$ cat src/rtl/digits_rom_arbiter.sv
// digits_rom_arbiter
//   Round-robin arbiter sharing one combinational 5x5 digit-bitmap ROM between
//   NREQ renderers. One lookup is accepted per clock; the ROM address is
//   registered, and the returned row bits are registered and routed back to the
//   winning requester with a one-hot valid pulse (2-edge latency).
//
// Ports
//   clk        in   system clock, rising edge
//   reset_n    in   synchronous active-low reset
//   req        in   [NREQ]     per-requester lookup request (level)
//   req_digit  in   [4*NREQ]   digit of requester i at [4i+3:4i]
//   req_yofs   in   [3*NREQ]   row of requester i at [3i+2:3i]
//   gnt        out  [NREQ]     one-hot combinational grant
//   rom_digit  out  [4]        registered ROM digit address
//   rom_yofs   out  [3]        registered ROM row address
//   rom_bits   in   [5]        combinational ROM row data
//   rsp_valid  out  [NREQ]     one-hot registered response pulse
//   rsp_bits   out  [5]        registered row bits
//   rsp_err    out             registered out-of-range flag
//
// Build option: define DIGITS_RANGE_CHECK_EN to flag lookups with digit > 9 or
// row > 4 (response bits forced to zero, rsp_err set). Without it rsp_err is 0.

module digits_rom_arbiter #(
  parameter int NREQ = 2
) (
  input  logic              clk,
  input  logic              reset_n,
  input  logic [NREQ-1:0]   req,
  input  logic [4*NREQ-1:0] req_digit,
  input  logic [3*NREQ-1:0] req_yofs,
  output logic [NREQ-1:0]   gnt,
  output logic [3:0]        rom_digit,
  output logic [2:0]        rom_yofs,
  input  logic [4:0]        rom_bits,
  output logic [NREQ-1:0]   rsp_valid,
  output logic [4:0]        rsp_bits,
  output logic              rsp_err
);

  localparam int IDXW = (NREQ > 1) ? $clog2(NREQ) : 1;

  logic [IDXW-1:0] last_gnt_q, last_gnt_d;
  logic [IDXW-1:0] tag_q, tag_d;
  logic            s1_valid_q, s1_valid_d;
  logic            s1_oor_q, s1_oor_d;
  logic [3:0]      rom_digit_q, rom_digit_d;
  logic [2:0]      rom_yofs_q, rom_yofs_d;
  logic [NREQ-1:0] rsp_valid_q, rsp_valid_d;
  logic [4:0]      rsp_bits_q, rsp_bits_d;
  logic            rsp_err_q, rsp_err_d;

  logic            win_found;
  logic [IDXW-1:0] win_idx;
  logic [IDXW:0]   cand;
  logic [3:0]      sel_digit;
  logic [2:0]      sel_yofs;
  logic            sel_oor;

  // Round-robin search: walk from last_gnt+1 around to last_gnt itself, so the
  // previous winner has lowest priority. cand is one bit wider so the sum can
  // be wrapped with a single conditional subtract.
  always_comb begin
    win_found = 1'b0;
    win_idx   = last_gnt_q;
    cand      = '0;
    for (int k = 1; k <= NREQ; k++) begin
      cand = {1'b0, last_gnt_q} + (IDXW+1)'(k);
      if (cand >= (IDXW+1)'(NREQ)) cand = cand - (IDXW+1)'(NREQ);
      if (!win_found && req[cand[IDXW-1:0]]) begin
        win_found = 1'b1;
        win_idx   = cand[IDXW-1:0];
      end
    end
    // No grant (and hence no acceptance) while reset is asserted.
    if (!reset_n) win_found = 1'b0;
  end

  assign gnt       = win_found ? (NREQ'(1) << win_idx) : '0;
  assign sel_digit = req_digit[{win_idx, 2'b00} +: 4];
  assign sel_yofs  = req_yofs[int'(win_idx) * 3 +: 3];

`ifdef DIGITS_RANGE_CHECK_EN
  assign sel_oor = (sel_digit > 4'd9) || (sel_yofs > 3'd4);
`else
  assign sel_oor = 1'b0;
`endif

  always_comb begin
    last_gnt_d  = last_gnt_q;
    tag_d       = tag_q;
    s1_valid_d  = win_found;
    s1_oor_d    = s1_oor_q;
    rom_digit_d = rom_digit_q;
    rom_yofs_d  = rom_yofs_q;
    rsp_valid_d = '0;
    rsp_bits_d  = rsp_bits_q;
    rsp_err_d   = rsp_err_q;

    if (win_found) begin
      last_gnt_d  = win_idx;
      tag_d       = win_idx;
      s1_oor_d    = sel_oor;
      rom_digit_d = sel_digit;
      rom_yofs_d  = sel_yofs;
    end

    // Stage 2: capture ROM data for the lookup addressed last cycle. An
    // out-of-range lookup still drives the ROM but returns zeros.
    if (s1_valid_q) begin
      rsp_valid_d = NREQ'(1) << tag_q;
      rsp_bits_d  = s1_oor_q ? 5'b00000 : rom_bits;
      rsp_err_d   = s1_oor_q;
    end
  end

  always_ff @(posedge clk) begin
    if (!reset_n) begin
      last_gnt_q  <= IDXW'(NREQ - 1);
      tag_q       <= '0;
      s1_valid_q  <= 1'b0;
      s1_oor_q    <= 1'b0;
      rom_digit_q <= '0;
      rom_yofs_q  <= '0;
      rsp_valid_q <= '0;
      rsp_bits_q  <= '0;
      rsp_err_q   <= 1'b0;
    end else begin
      last_gnt_q  <= last_gnt_d;
      tag_q       <= tag_d;
      s1_valid_q  <= s1_valid_d;
      s1_oor_q    <= s1_oor_d;
      rom_digit_q <= rom_digit_d;
      rom_yofs_q  <= rom_yofs_d;
      rsp_valid_q <= rsp_valid_d;
      rsp_bits_q  <= rsp_bits_d;
      rsp_err_q   <= rsp_err_d;
    end
  end

  assign rom_digit = rom_digit_q;
  assign rom_yofs  = rom_yofs_q;
  assign rsp_valid = rsp_valid_q;
  assign rsp_bits  = rsp_bits_q;
  assign rsp_err   = rsp_err_q;

endmodule

$ cat config.mk
export PLATFORM = sky130hd
export DESIGN_NAME = digits_rom_arbiter
export DESIGN_NICKNAME = d
export VERILOG_FILES = /design/src/rtl/digits_rom_arbiter.sv
export SDC_FILE = /design/constraint.sdc
export NUM_CORES = 1
export LEC_CHECK = 0
export BUFFER_PORTS_ARGS = -buffer_cell sky130_fd_sc_hd__buf_2
export CAP_MARGIN = 5
export CELL_PAD_IN_SITES_DETAIL_PLACEMENT = 1
export CELL_PAD_IN_SITES_GLOBAL_PLACEMENT = 1
export CORE_UTILIZATION = 33
export CTS_BUF_LIST = sky130_fd_sc_hd__clkbuf_16
export DETAILED_ROUTE_END_ITERATION = 10
export PLACE_DENSITY = 0.91
export REMOVE_ABC_BUFFERS = 1
export SLEW_MARGIN = 20
export SYNTH_ARGS = -nofsm -noshare
export SYNTH_HDL_FRONTEND = slang
export SYNTH_SLANG_ARGS = --single-unit
export TNS_END_PERCENT = 30
$ cat constraint.sdc
create_clock -name clk -period 2.4 [get_ports clk]
set_input_delay 0.24 -clock clk [delete_from_list [all_inputs] [get_ports clk]]
set_output_delay 0.24 -clock clk [all_outputs]
set_load 0.005 [all_outputs]
### After elaboration in Yosys (flattened, before gate mapping)

Cells that the tools add are included.

* add/subtract/negate cells: 4
* shift operators: 4
* multiplexer cells: 12
* $lt $le $gt $ge: 4
* reduce and logical (&&, ||, !) cells: 3
* $mul: 1

Operators by type and width (number)
* $mux W1: 11
* $shiftx A8 B4 Y4: 1
* $shiftx A6 B4 Y3: 1
* $ge A2 B2 Y1 const B: 2
* $lt A1 B2 Y1 const B: 2
* $shl A1 B1 Y2 const A: 2
* $mul A1 B2 Y3 const B: 1
* $add A1 B1 Y2 const B: 1
* $add A1 B2 Y2 const B: 1
* $mux W2: 1
* $reduce_and A2 Y1: 1
* $sub A1 B1 Y1 const B: 2
* $logic_and A1 B1 Y1: 1
* $logic_not A1 Y1: 1

* output and inout bits: 17
* input port bits: 23
* register bits after elaboration: 17

### Logic depth before layout (Yosys ltp)

Gate-level depths: netlist (run 1).

* depth in word-level cells: 11
* mapped depth: 4

### Least setup slack after synthesis (run 1)

No wires, ideal clock.

* kind: register -> output
* from: reg last_gnt_q
* to: out gnt[0]
* setup slack: 1186 ps
* path buffers: 1
* data required time: 2160 ps
* cell stages (with the launch flop): 4
* arrival time: 974 ps
* cells stage by stage: dfxtp_1 > buf_2 > mux2_4 > and2_1

* cells in the longest elaborated chain, start to end: 11

Ends and longest elaborated chain
* start, declared: RTL line 43 `logic [IDXW-1:0] last_gnt_q, last_gnt_d;`
* start signal, assigned: RTL line 119 `last_gnt_q <= IDXW'(NREQ - 1);`
* start signal, assigned: RTL line 129 `last_gnt_q <= last_gnt_d;`
* $add A1 B1 Y2: RTL line 68 `cand = {1'b0, last_gnt_q} + (IDXW+1)'(k);`
* $ge A2 B2 Y1 or $sub A1 B1 Y1 (tied branches): RTL line 69 `if (cand >= (IDXW+1)'(NREQ)) cand = cand - (IDXW+1)'(NREQ);`
* $mux W1: RTL line 69
* $mux W1 (not written as such) (2 in series): RTL line 70 `if (!win_found && req[cand[IDXW-1:0]]) begin`
* $mux W1: RTL line 70
* $logic_not A1 Y1: RTL line 70
* $logic_and A1 B1 Y1: RTL line 70
* $mux W1: RTL line 70
* $shl A1 B1 Y2 or $mux W1 (tied branches): RTL line 79, 76
* $mux W2 *: RTL line 79 `assign gnt = win_found ? (NREQ'(1) << win_idx) : '0;`
* end, declared: RTL line 32 `output logic [NREQ-1:0] gnt,`

Every way passes the cells marked *; elsewhere a longest branch is shown, timed or not. The select of a mux whose other input is x is not followed.

### Worst setup path in the final report (run 1)

Same ends and word-level chain as after synthesis.

==> results of run 1 <==
worst paths after layout:
path	cells after the start	slack [ns]	from	end
worst max-delay path	3	0.74	last_gnt_q	gnt[0]
worst min-delay path	3	0.25	req_yofs[1]	rom_yofs[1]
worst max register to register	2	1.27	last_gnt_q	rom_digit[3]
worst min register to register	1	0.44	tag_q	rsp_valid[0]
routing by layer:
layer | wire length, microns | vias to the layer above | share of wire (%)
met3 | 118 | 5 | 6.2
met1 | 823 | 322 | 43
met4 | 51 | 0 | 2.7
met5 | 0 | - | 0
li1 | - | 350 | -
met2 | 907 | 33 | 48
stage by stage:
step | std cells | power (mW)
final | 142 | 0.750
after global routing | 142 | 0.789
after CTS | 142 | 0.760
after detailed placement | 138 | 0.424
after global placement | 138 | 0.419
after floorplan | 72 | 0.369
area by class of cell:
class                           instances  share of cell area [%]
Clock buffer                            3                    7.20
Tap cell                               28                    3.36
Timing Repair Buffer                   38                    18.2
Sequential cell                        17                    32.7
Inverter                                2                   0.720
Clock inverter                          1                   0.480
Multi-Input combinational cell         53                    37.3
power by group:
group	switching (mW)	total [mW]	internal, mW
sequential	0.0149	0.318	0.303
clock	0.110	0.333	0.223
combinational	0.0475	0.0994	0.0519
total	0.172	0.750	0.578
registers in the layout, summed over array words and instances (netlist names):
register,cells
tag_q,1
rom_yofs,3
rsp_bits,5
rom_digit,4
s1_valid_q,1
last_gnt_q,1
rsp_valid,2
kinds of logic after synthesis:
logic type / Yosys count / share of synthesized area [%]
other cells: 1 / 0.487
simple gates: 30 / 21.1
mux: 7 / 9.92
buf+inv: 9 / 5.20
flops: 17 / 44.2
compound gates: 15 / 19.0
worst max-delay path: stages (launching register included):
cell and delay (ns):
dfxtp_1 0.47, mux2_4 0.41, and2_1 0.17, buf_2 0.12
placed cells by master, fill, tap and decap left out, types with 2 or more instances in the layout:
cell type	synthesis	routed
buf_2	2	38
dfxtp_1	17	17
nand2_1	8	8
nor2b_1	6	6
nand3_1	6	6
o2111ai_1	6	6
o211ai_2	6	6
mux2i_1	5	5
nor2_1	3	3
clkbuf_16	0	3
and2_1	2	2
o21ai_0	2	2
==> run metrics, run 1 <==
Placement Cell Area 962 sq um; proportion of netlist area held by the largest area contributor 44.2%; Main synth FF type dfxtp_1; Routed Antenna Nets 0; post-synthesis cell count 79; Post-synth top cells 17 x dfxtp_1, 8 x nand2_1; Finish-stage setup viols 0; Vias/cell 5.00; Ports 40; Clock Tree Root clkbuf_16; Placement Setup Slack 0.966 ns; met1 Usage GRT 19.5%; met2 Usage GRT 27.8%; Max Clock Skew 0.00154 ns; post-CTS resize count 0; clock net sink count 17; Routed wire per std cell 13.4 microns; cell area after layout 1040 sq um; DP HPWL 1470 microns; register area 340 sq um; final hold violations 0; DRT Pass-1 Iters 2; cell area after synthesis 769 sq um; met3 GRT Util 3.64%; IO buf count 38; initial antenna violation count 0; Yosys warning count 0; final core occ 47.1%; CTS tree yes; Max Clock Freq 603 MHz; Synth async-reset ratio 0%; crit end category primary output; register area share after synthesis 44.2%; # DRC 0; share of cells above drive strength 1 46.5%; largest net degree at the start of global routing 25; Setup TNS 0 ns; Final min period 1.66 ns; Die H 50.3 microns; CTS H-tree depth 1; nets 138; Post-CTS Setup Inserts 0; startpoint type of the worst setup path flip-flop; largest area contributor in the synthesized netlist dfxtp_1; Pleak 0.507 nW; GRT busiest layer met2; Post-synth EDFFs 0; core footprint 2210 sq um; die width 50.3 microns; ranking of synthesized cells by area dfxtp_1 44%, o211ai_2 9.8%, o2111ai_1 6.8%; syn avg cell area 9.74 sq um; CTS buffer count 3; fillcell total 278; hold crit path type primary input to flip-flop; Slew Limit Fails 0; WL final 1900 microns; die area 2530 sq um; CP Data Arrival Time 1.42 ns; gr usage total 16.7%; vias after detailed routing 710; hold_ws 0.249 ns; first-pass GRT wire length 3110 microns; First DRT Iteration DRCs 1; RSZ-0062 raised after global routing false; unique cell type count in the Yosys netlist 24; CP max FO 9; initial core utilization 34.8%; Clock Latency Late Sink 0.25 ns; gpl congestion 0.817; cell with the most instances after synthesis dfxtp_1; max-cap viol count 0; Final WS setup 0.742 ns; fin crit share 69.1%; Yosys reg bits 17; Area Overhead vs Synth 35.4%; global route total overflow 0; Worst VDD drop 0.348 mV; classification of the worst setup path flip-flop to primary output; CTS Buffer Depth 2; ANT cells 0; # rows 17; run status completed; Pwr per Cell Area 720 nW/um^2; area of the multi-input gates 389 sq um; vias in the first global route 721; CTS clock-pin slew for the worst setup and hold paths 0.05 ns; worst path required time 2.16 ns; hold-fix buffer count after cts 0
(Power assumes the default switching activity.)
==> run 2: changes to the inputs <==
CORE_UTILIZATION = 31   (was 33)
PLACE_DENSITY = 0.87   (was 0.91)
clock period = 1.7 ns   (was 2.4 ns; I/O delays follow)
==> run metrics, run 2 (synthesis gave the netlist of run 1 again) <==
run status completed; largest net degree at the start of global routing 25; Reg2Reg Setup Slack 0.57 ns; register area 340 sq um; RSZ-0062 raised after global routing false; vias in the first global route 734; gpl congestion 0.768; post-CTS resize count 0; Post-CTS Setup Inserts 0; Worst VDD drop 0.396 mV; commonest non-fill, non-tap cell in the layout buf_2; die area 2690 sq um; first-pass GRT wire length 3130 microns; Slew Limit Fails 0; Pwr per Cell Area 1000 nW/um^2; area of the multi-input gates 389 sq um; # rows 17; clock net sink count 17; worst path required time 1.53 ns; First DRT Iteration DRCs 5; crit path from last_gnt_q; crit end category primary output; Pleak 0.508 nW; Routed Antenna Nets 0; WL final 1970 microns; global route total overflow 0; Max stage delay on crit path 0.48 ns; Finish-stage setup viols 0; Die H 51.8 microns; Worst path slowest cell dfxtp_1; ANT cells 0; max-cap viol count 0; CTS tree yes; initial antenna violation count 0; post-route total power 1.04 mW; Setup TNS 0 ns; CTS clock-pin slew for the worst setup and hold paths 0.05 ns; CTS H-tree depth 1; RR Endpoint rom_yofs[2]; classification of the worst setup path flip-flop to primary output; Vias/cell 4.96; Final min period 1.60 ns; IO buf count 38; max reg flops 5; gr usage total 15.8%; # DRC 0; hold-fix buffer count after cts 0; Clock Tree Root clkbuf_16; Max Clock Freq 624 MHz; Area Overhead vs Synth 35.3%; CP endpoint gnt[0]; r2r worst-path depth 2; Routed wire per std cell 13.9 microns; DRT Pass-1 Iters 4; hold crit path type primary input to flip-flop; DP HPWL 1560 microns; Ports 40; die width 51.8 microns; initial core utilization 33.8%; core footprint 2280 sq um; CTS Buffer Depth 2; final hold violations 0; fin crit share 94.3%; RR Startpoint last_gnt_q; fillcell total 276; vias after detailed routing 704; nets 138; startpoint type of the worst setup path flip-flop; commonest non-fill, non-tap cells in the layout 38 x buf_2, 17 x dfxtp_1, 8 x nand2_1; placed cells 138; cells along the critical path mux2_4 -> and2_1 -> buf_2; CP Data Arrival Time 1.43 ns; Max Clock Skew 0.000549 ns; CP max FO 9; share of cells above drive strength 1 45.6%; Finished Layout Cells 142; CTS buffer count 3; Clock Latency Late Sink 0.24 ns
[run 2: changes by cell type in the layout (fill, tap and decap cells not counted), sizes merged]
cell    delta
clkinv     -1
inv        +1
[run 2: routing by layer]
| metal | GRT usage [%] | wire length [microns] | vias up |
|---|---|---|---|
| met5 | 0 | 0 | - |
| met4 | 8.11 | 25 | 0 |
| met3 | 2.34 | 104 | 4 |
| met2 | 29.3 | 1010 | 32 |
| met1 | 17.0 | 833 | 322 |
| li1 | - | - | 346 |
[run 2: area by class of cell]
| type | instances | area share [%] |
|---|---|---|
| Clock buffer | 3 | 7.21 |
| Clock inverter | 1 | 0.361 |
| Inverter | 2 | 0.721 |
| Multi-Input combinational cell | 53 | 37.4 |
| Sequential cell | 17 | 32.7 |
| Tap cell | 28 | 3.37 |
| Timing Repair Buffer | 38 | 18.3 |
[run 2: worst min path at each step]
| stage | startpoint | to | depth (start not counted) | slack (ns) |
|---|---|---|---|---|
| after floorplan | reset_n | last_gnt_q | 1 | 0.23 |
| after detailed placement | tag_q | rsp_valid[0] | 1 | 0.43 |
| final | req_yofs[1] | rom_yofs[1] | 3 | 0.18 |
| after CTS | req_yofs[1] | rom_yofs[1] | 3 | 0.18 |
| after global routing | req_yofs[1] | rom_yofs[1] | 3 | 0.20 |
| after global placement | tag_q | rsp_valid[0] | 1 | 0.43 |
[run 2: metrics by stage]
stage / area [sq um] / hold slack (ns) / setup WS, ns / util [%]
floorplan: 737 / 0.232 / 0.564 / -
CTS: 1040 / 0.179 / 0.0865 / 45.7
detailed placement: 962 / 0.434 / 0.351 / 42.3
global route: 1040 / 0.203 / 0.0376 / 45.7
global placement: 962 / 0.430 / 0.425 / 42.3
finish: 1040 / 0.179 / 0.0964 / 45.7
[run 2: worst max-delay path, delay by kind of cell (launching register included)]
family / cells / cell delay [ns]
muxes: 1 / 0.40
DFF: 1 / 0.48
and+or+nand+nor: 1 / 0.18
buffers and inverters: 1 / 0.12
[run 2: power by group]
| part | leakage (nW) | total [mW] | switching, mW | internal (mW) |
|---|---|---|---|---|
| Sequential | 0.141 | 0.449 | 0.0206 | 0.428 |
| Combinational | 0.325 | 0.141 | 0.0680 | 0.0732 |
| Clock | 0.0423 | 0.453 | 0.142 | 0.312 |
